<file path="config.mk">
export PLATFORM = sky130hd
export DESIGN_NAME = alu_share_arbiter
export DESIGN_NICKNAME = d
export VERILOG_FILES = /design/src/rtl/alu_pkg.sv /design/src/rtl/rr_arb2.sv /design/src/rtl/alu_share_arbiter.sv
export SDC_FILE = /design/constraint.sdc
export NUM_CORES = 1
export LEC_CHECK = 0
export ABC_CLOCK_PERIOD_IN_PS = 5900
export BUFFER_PORTS_ARGS = -buffer_cell sky130_fd_sc_hd__buf_4
export CAP_MARGIN = 10
export CORE_AREA = 2 2 121 123
export DETAILED_ROUTE_END_ITERATION = 10
export DIE_AREA = 0 0 123 125
export PLACE_DENSITY = 0.6
export SETUP_SLACK_MARGIN = 0.02
export SLEW_MARGIN = 25
export SYNTH_ARGS = -nofsm -noshare
export SYNTH_HDL_FRONTEND = slang
export SYNTH_SLANG_ARGS = --single-unit
</file>
<file path="constraint.sdc">
create_clock -name clk -period 5.9 [get_ports clk]
set_input_delay 1.18 -clock clk [delete_from_list [all_inputs] [get_ports clk]]
set_output_delay 1.18 -clock clk [all_outputs]
set_load 0.01 [all_outputs]
</file>
<file path="src/rtl/alu_pkg.sv">
// -----------------------------------------------------------------------------
// alu_pkg
// Shared definitions for the ALU sharing logic: opcode constants understood by
// the core's combinational ALU, the number of requesters, and the default-width
// request payload type.
// -----------------------------------------------------------------------------
package alu_pkg;

   // Requesters sharing the ALU: 0 = main execute path, 1 = auxiliary unit.
   localparam int unsigned NUM_REQ = 2;

   localparam int unsigned ALU_DATA_WIDTH = 32;
   localparam int unsigned ALU_OP_WIDTH   = 4;

   // ALU operation codes. 4'b1110 and 4'b1111 are unassigned; the ALU returns 0.
   localparam logic [ALU_OP_WIDTH-1:0] ALU_AND  = 4'b0000;
   localparam logic [ALU_OP_WIDTH-1:0] ALU_OR   = 4'b0001;
   localparam logic [ALU_OP_WIDTH-1:0] ALU_XOR  = 4'b0010;
   localparam logic [ALU_OP_WIDTH-1:0] ALU_ADD  = 4'b0011;
   localparam logic [ALU_OP_WIDTH-1:0] ALU_SUB  = 4'b0100;
   localparam logic [ALU_OP_WIDTH-1:0] ALU_SLL  = 4'b0101;
   localparam logic [ALU_OP_WIDTH-1:0] ALU_SRL  = 4'b0110;
   localparam logic [ALU_OP_WIDTH-1:0] ALU_SRA  = 4'b0111;
   localparam logic [ALU_OP_WIDTH-1:0] ALU_SLT  = 4'b1000;
   localparam logic [ALU_OP_WIDTH-1:0] ALU_SLTU = 4'b1001;
   localparam logic [ALU_OP_WIDTH-1:0] ALU_EQ   = 4'b1010;
   localparam logic [ALU_OP_WIDTH-1:0] ALU_NE   = 4'b1011;
   localparam logic [ALU_OP_WIDTH-1:0] ALU_GE   = 4'b1100;
   localparam logic [ALU_OP_WIDTH-1:0] ALU_LUI  = 4'b1101;

   // Request payload at the core's native widths.
   typedef struct packed {
      logic [ALU_DATA_WIDTH-1:0] srca;
      logic [ALU_DATA_WIDTH-1:0] srcb;
      logic [ALU_OP_WIDTH-1:0]   op;
   } alu_req_t;

endpackage

</file>
<file path="src/rtl/rr_arb2.sv">
// -----------------------------------------------------------------------------
// rr_arb2
// Combinational two-way round-robin arbiter.
//   elig  in  [1:0]  requester i may be granted this cycle
//   last  in  1      index of the most recently granted requester
//   grant out [1:0]  one-hot grant (all zero when nobody is eligible)
// When both are eligible the requester that did not win last time is chosen.
// -----------------------------------------------------------------------------
module rr_arb2 (
   input  logic [1:0] elig,
   input  logic       last,
   output logic [1:0] grant
);

   always_comb begin
      grant = 2'b00;
      unique case (elig)
         2'b01:   grant = 2'b01;
         2'b10:   grant = 2'b10;
         2'b11:   grant = last ? 2'b01 : 2'b10;
         default: grant = 2'b00;
      endcase
   end

endmodule

</file>
<file path="src/rtl/alu_share_arbiter.sv">
// -----------------------------------------------------------------------------
// alu_share_arbiter
// Time-shares one combinational ALU between two requesters. At most one request
// is accepted per cycle (round-robin on contention); the granted operands and
// opcode drive the ALU and its result is captured into that requester's
// one-entry response buffer.
//   clk         in   clock
//   reset       in   asynchronous active-high reset
//   req_valid   in   [1:0]   request i presents an operation
//   req_ready   out  [1:0]   request i accepted this cycle (combinational)
//   req_srca    in   [2][DATA_WIDTH]    operand A per requester
//   req_srcb    in   [2][DATA_WIDTH]    operand B per requester
//   req_op      in   [2][OPCODE_LENGTH] operation per requester
//   rsp_valid   out  [1:0]   response buffer i holds a result
//   rsp_ready   in   [1:0]   requester i consumes its response
//   rsp_result  out  [2][DATA_WIDTH]    buffered result per requester
//   alu_srca    out  ALU operand A
//   alu_srcb    out  ALU operand B
//   alu_op      out  ALU operation
//   alu_result  in   ALU result for the operands currently driven
// -----------------------------------------------------------------------------
module alu_share_arbiter
   import alu_pkg::*;
#(
   parameter int unsigned DATA_WIDTH    = 32,
   parameter int unsigned OPCODE_LENGTH = 4
) (
   input  logic                     clk,
   input  logic                     reset,
   input  logic [NUM_REQ-1:0]       req_valid,
   output logic [NUM_REQ-1:0]       req_ready,
   input  logic [DATA_WIDTH-1:0]    req_srca [NUM_REQ],
   input  logic [DATA_WIDTH-1:0]    req_srcb [NUM_REQ],
   input  logic [OPCODE_LENGTH-1:0] req_op   [NUM_REQ],
   output logic [NUM_REQ-1:0]       rsp_valid,
   input  logic [NUM_REQ-1:0]       rsp_ready,
   output logic [DATA_WIDTH-1:0]    rsp_result [NUM_REQ],
   output logic [DATA_WIDTH-1:0]    alu_srca,
   output logic [DATA_WIDTH-1:0]    alu_srcb,
   output logic [OPCODE_LENGTH-1:0] alu_op,
   input  logic [DATA_WIDTH-1:0]    alu_result
);

   logic [NUM_REQ-1:0]    rsp_valid_q, rsp_valid_d;
   logic [DATA_WIDTH-1:0] rsp_result_q [NUM_REQ];
   logic [DATA_WIDTH-1:0] rsp_result_d [NUM_REQ];
   logic                  last_q, last_d;

   logic [NUM_REQ-1:0] free;
   logic [NUM_REQ-1:0] elig;
   logic [NUM_REQ-1:0] grant;
   logic [NUM_REQ-1:0] accept;

   // A buffer can take a new result if it is empty or being drained this cycle.
   assign free = ~rsp_valid_q | rsp_ready;
   assign elig = req_valid & free;

   rr_arb2 u_rr_arb2 (
      .elig  (elig),
      .last  (last_q),
      .grant (grant)
   );

   // Nothing is accepted and the ALU sits idle while reset is held.
   assign accept    = grant & {NUM_REQ{~reset}};
   assign req_ready = accept;

   always_comb begin
      alu_srca = '0;
      alu_srcb = '0;
      alu_op   = OPCODE_LENGTH'(ALU_AND);
      for (int i = 0; i < NUM_REQ; i++) begin
         if (accept[i]) begin
            alu_srca = req_srca[i];
            alu_srcb = req_srcb[i];
            alu_op   = req_op[i];
         end
      end
   end

   // Accept wins over drain, so a same-cycle drain and accept reloads the buffer.
   always_comb begin
      rsp_valid_d  = rsp_valid_q;
      rsp_result_d = rsp_result_q;
      last_d       = last_q;
      for (int i = 0; i < NUM_REQ; i++) begin
         if (accept[i]) begin
            rsp_valid_d[i]  = 1'b1;
            rsp_result_d[i] = alu_result;
         end else if (rsp_ready[i]) begin
            rsp_valid_d[i]  = 1'b0;
         end
      end
      if (|accept) begin
         last_d = accept[1];
      end
   end

   // last resets to 1 so the first contended grant goes to requester 0.
   always_ff @(posedge clk or posedge reset) begin
      if (reset) begin
         rsp_valid_q <= '0;
         last_q      <= 1'b1;
         for (int i = 0; i < NUM_REQ; i++) begin
            rsp_result_q[i] <= '0;
         end
      end else begin
         rsp_valid_q <= rsp_valid_d;
         last_q      <= last_d;
         for (int i = 0; i < NUM_REQ; i++) begin
            rsp_result_q[i] <= rsp_result_d[i];
         end
      end
   end

   assign rsp_valid  = rsp_valid_q;
   assign rsp_result = rsp_result_q;

endmodule
</file>
==> flow_summary_export.csv <==
group,metric,value,unit
worst_setup_path,rr_startpoint,"last_q$_DFFE_PP1P_",
detailed_routing,drt-initial-drc-count,249,
global_routing,grt_pass1_wl,22600,um
clock_network,cts_setup_buffers,0,
clock_network,ctsResizeCount,0,
timing,rsz0062_at_grt,"false",
placed_design,gp_congestion,0.884,
hold_path,min_delay_path_depth,1,
clock_network,htreeDepth,3,
layout,finalNetCount,853,
detailed_routing,wirelength,15200,um
timing,clock_skew,0.00874,ns
worst_setup_path,r2r_setup_slack,3.94,ns
logic_synthesis,ys_ff_latch,67,
hold_path,holdCritPathClass,"register to register",
logic_synthesis,synth_flop_cell,"dfrtp_1",
placed_design,dp.cells,852,
placed_design,hpwl,11600,um
detailed_routing,ant_nets,0,
global_routing,grt_pass1_vias,4170,
timing,tns,0,ns
hold_path,hp-start,"rsp_result[11]$_DFFE_PP0P_",
clock_network,clk_pin_slew,0.05,ns
timing,fmax,252,MHz
global_routing,gr-total-overflow,0,
clock_network,clock_sinks,67,
clock_network,cts_hold_buf,0,
global_routing,grt_max_degree,73,
hold_path,whs_endpoint,"rsp_result[11]$_DFFE_PP0P_",
power_and_ir_drop,powerDensity,293,nW/um^2
worst_setup_path,cp_max_fo,72,
die,dieArea,15400,um^2
die,fp.dieW,123,um
worst_setup_path,crit_type,"primary input to output pin",
detailed_routing,wire_per_inst,17.5,um
power_and_ir_drop,power,1.98,mW
run,drv_cap,0,
logic_synthesis,syn_avg_cell_area,10.4,um^2
timing,slew_headroom,47.7,%
die,core_area,14200,um^2
detailed_routing,dr.pass1.iters,5,
die,rows,44,
worst_setup_path,reg2reg_to,"rsp_result[7]$_DFFE_PP0P_",
worst_setup_path,endpoint_kind,"output pin",
clock_network,insertion_delay,0.32,ns
timing,slew_violations,0,
global_routing,track_usage,18.8,%
logic_synthesis,synthArstFlopShare,100,%
logic_synthesis,postSynthCellCount,389,
timing,fin_crit_sh,67.3,%
global_routing,antenna_found_initial,2,
die,io_pins,310,
worst_setup_path,cp.required,4.72,ns
placed_design,portBuffers,309,
logic_synthesis,ys_seq_area_share,41.3,%
timing,min_period,3.97,ns
layout,multiInputGateArea,1940,um^2
timing,worst-slew-pin-transition,0.784,ns
detailed_routing,num_vias,4206,
layout,instances_no_fill,869,
layout,drive_above_1_share,58.6,%
outcome,status,"completed",
clock_network,cts_tree,"yes",
layout,area_growth,66.3,%
timing,finalHoldViolCount,0,
layout,fillers,1364,
detailed_routing,drc_errors,0,
logic_synthesis,ys_warn_count,0,
die,start_util,28.6,%
logic_synthesis,synth_edf_count,0,
clock_network,cts_made_buffers,9,
die,die_h,125,um
timing,setup_viol,0,
power_and_ir_drop,p_leak,3.66,nW
logic_synthesis,netlist_area,4060,um^2
layout,regArea,1680,um^2
power_and_ir_drop,ir_drop,0.000129,V
logic_synthesis,yosysUniqueCellTypes,19,
detailed_routing,avgViaCountPerCell,4.84,
clock_network,clock_path_buffers,2,
clock_network,clockRootBuffer,"clkbuf_16",
worst_setup_path,rr_worst_depth,4,
worst_setup_path,start_kind,"primary input",
logic_synthesis,syn_nets,563,
worst_setup_path,arrival,2.79,ns
## layout by cell type (no fill, tap or decap), drive strengths merged
cell / n
a31oi: 1
clkinv: 3
clkbuf: 11
diode: 2
inv: 71
mux2: 64
nor2b: 2
o32ai: 68
nand2b: 3
clkinvlp: 1
nand2: 71
dfrtp: 66
dfstp: 1
a21oi: 1
buf: 314
and2b: 2
o211ai: 4
## final cells by class
type,count,area share (%)
antenna,2,0.0741
clock buffer,11,3.74
clock inverter,4,0.389
inverter,71,3.98
multi-input combinational,216,28.7
sequential,67,24.8
tap,184,3.41
timing repair buffer,314,34.9
## state kept, by name (all words and copies together) (netlist names)
signal / cells
last_q: 1
rsp_result: 64
rsp_valid: 2
## metal layers
metal,track usage [%],routed length (um)
met1,22.0,5870
met2,33.6,7800
met3,4.11,1220
met4,6.28,350
met5,0,0
## Yosys cell counts, types with 2 or more instances
library cell,count,area share [%]
o211ai_4,2,1.0
nand2b_1,3,0.46
dfrtp_1,66,41
inv_1,70,6.5
nand2_1,71,6.6
clkbuf_1,21,1.9
o211ai_2,2,0.62
mux2_4,56,21
buf_2,6,0.74
mux2_2,8,2.2
and2b_1,2,0.37
o32ai_1,68,15
buf_6,8,2.2
## worst max-delay path by stage
stage            startpoint           end  slack, ns  cells after the start
3_5_place_dp   req_valid[1]  alu_srcb[23]       1.98                      6
6_report              reset  alu_srcb[29]       1.93                      5
5_1_grt        req_valid[1]     alu_op[0]       1.78                      6
2_1_floorplan         reset  alu_srca[22]       0.80                      5
4_1_cts               reset  alu_srcb[29]       1.97                      5
3_3_place_gp          reset  alu_srcb[16]       2.02                      5
## critical path: stages
cell	delay [ns]
buf_4	0.56
inv_4	0.44
nand2_1	0.24
o32ai_1	0.12
buf_4	0.18
## power breakdown
| part | leakage [nW] | internal [mW] | switching [mW] | total (mW) |
|---|---|---|---|---|
| clock | 0.137 | 0.304 | 0.186 | 0.490 |
| combinational | 2.73 | 0.481 | 0.343 | 0.824 |
| sequential | 0.787 | 0.590 | 0.0753 | 0.665 |
| total | 3.66 | 1.37 | 0.605 | 1.98 |
## cell families after synthesis
family	count (synthesis)	synth area share, %
and+or+nand+nor	78	7.76
buffers and inverters	106	11.5
DFF	67	41.3
AOI/OAI and AO/OA	74	16.6
muxes	64	22.9
## per-stage QoR
stage	hold slack, ns	worst slack (ns)	cell area, um^2	utilization, %
after CTS	0.508	1.97	6750	47.5
after global routing	0.522	1.78	6760	47.6
final	0.505	1.93	6760	47.6
after floorplan	0.509	0.799	4060	-
after detailed placement	0.492	1.98	6470	45.6
after global placement	0.491	2.02	6470	45.6
Note: power is estimated with default switching activity, not from simulation.
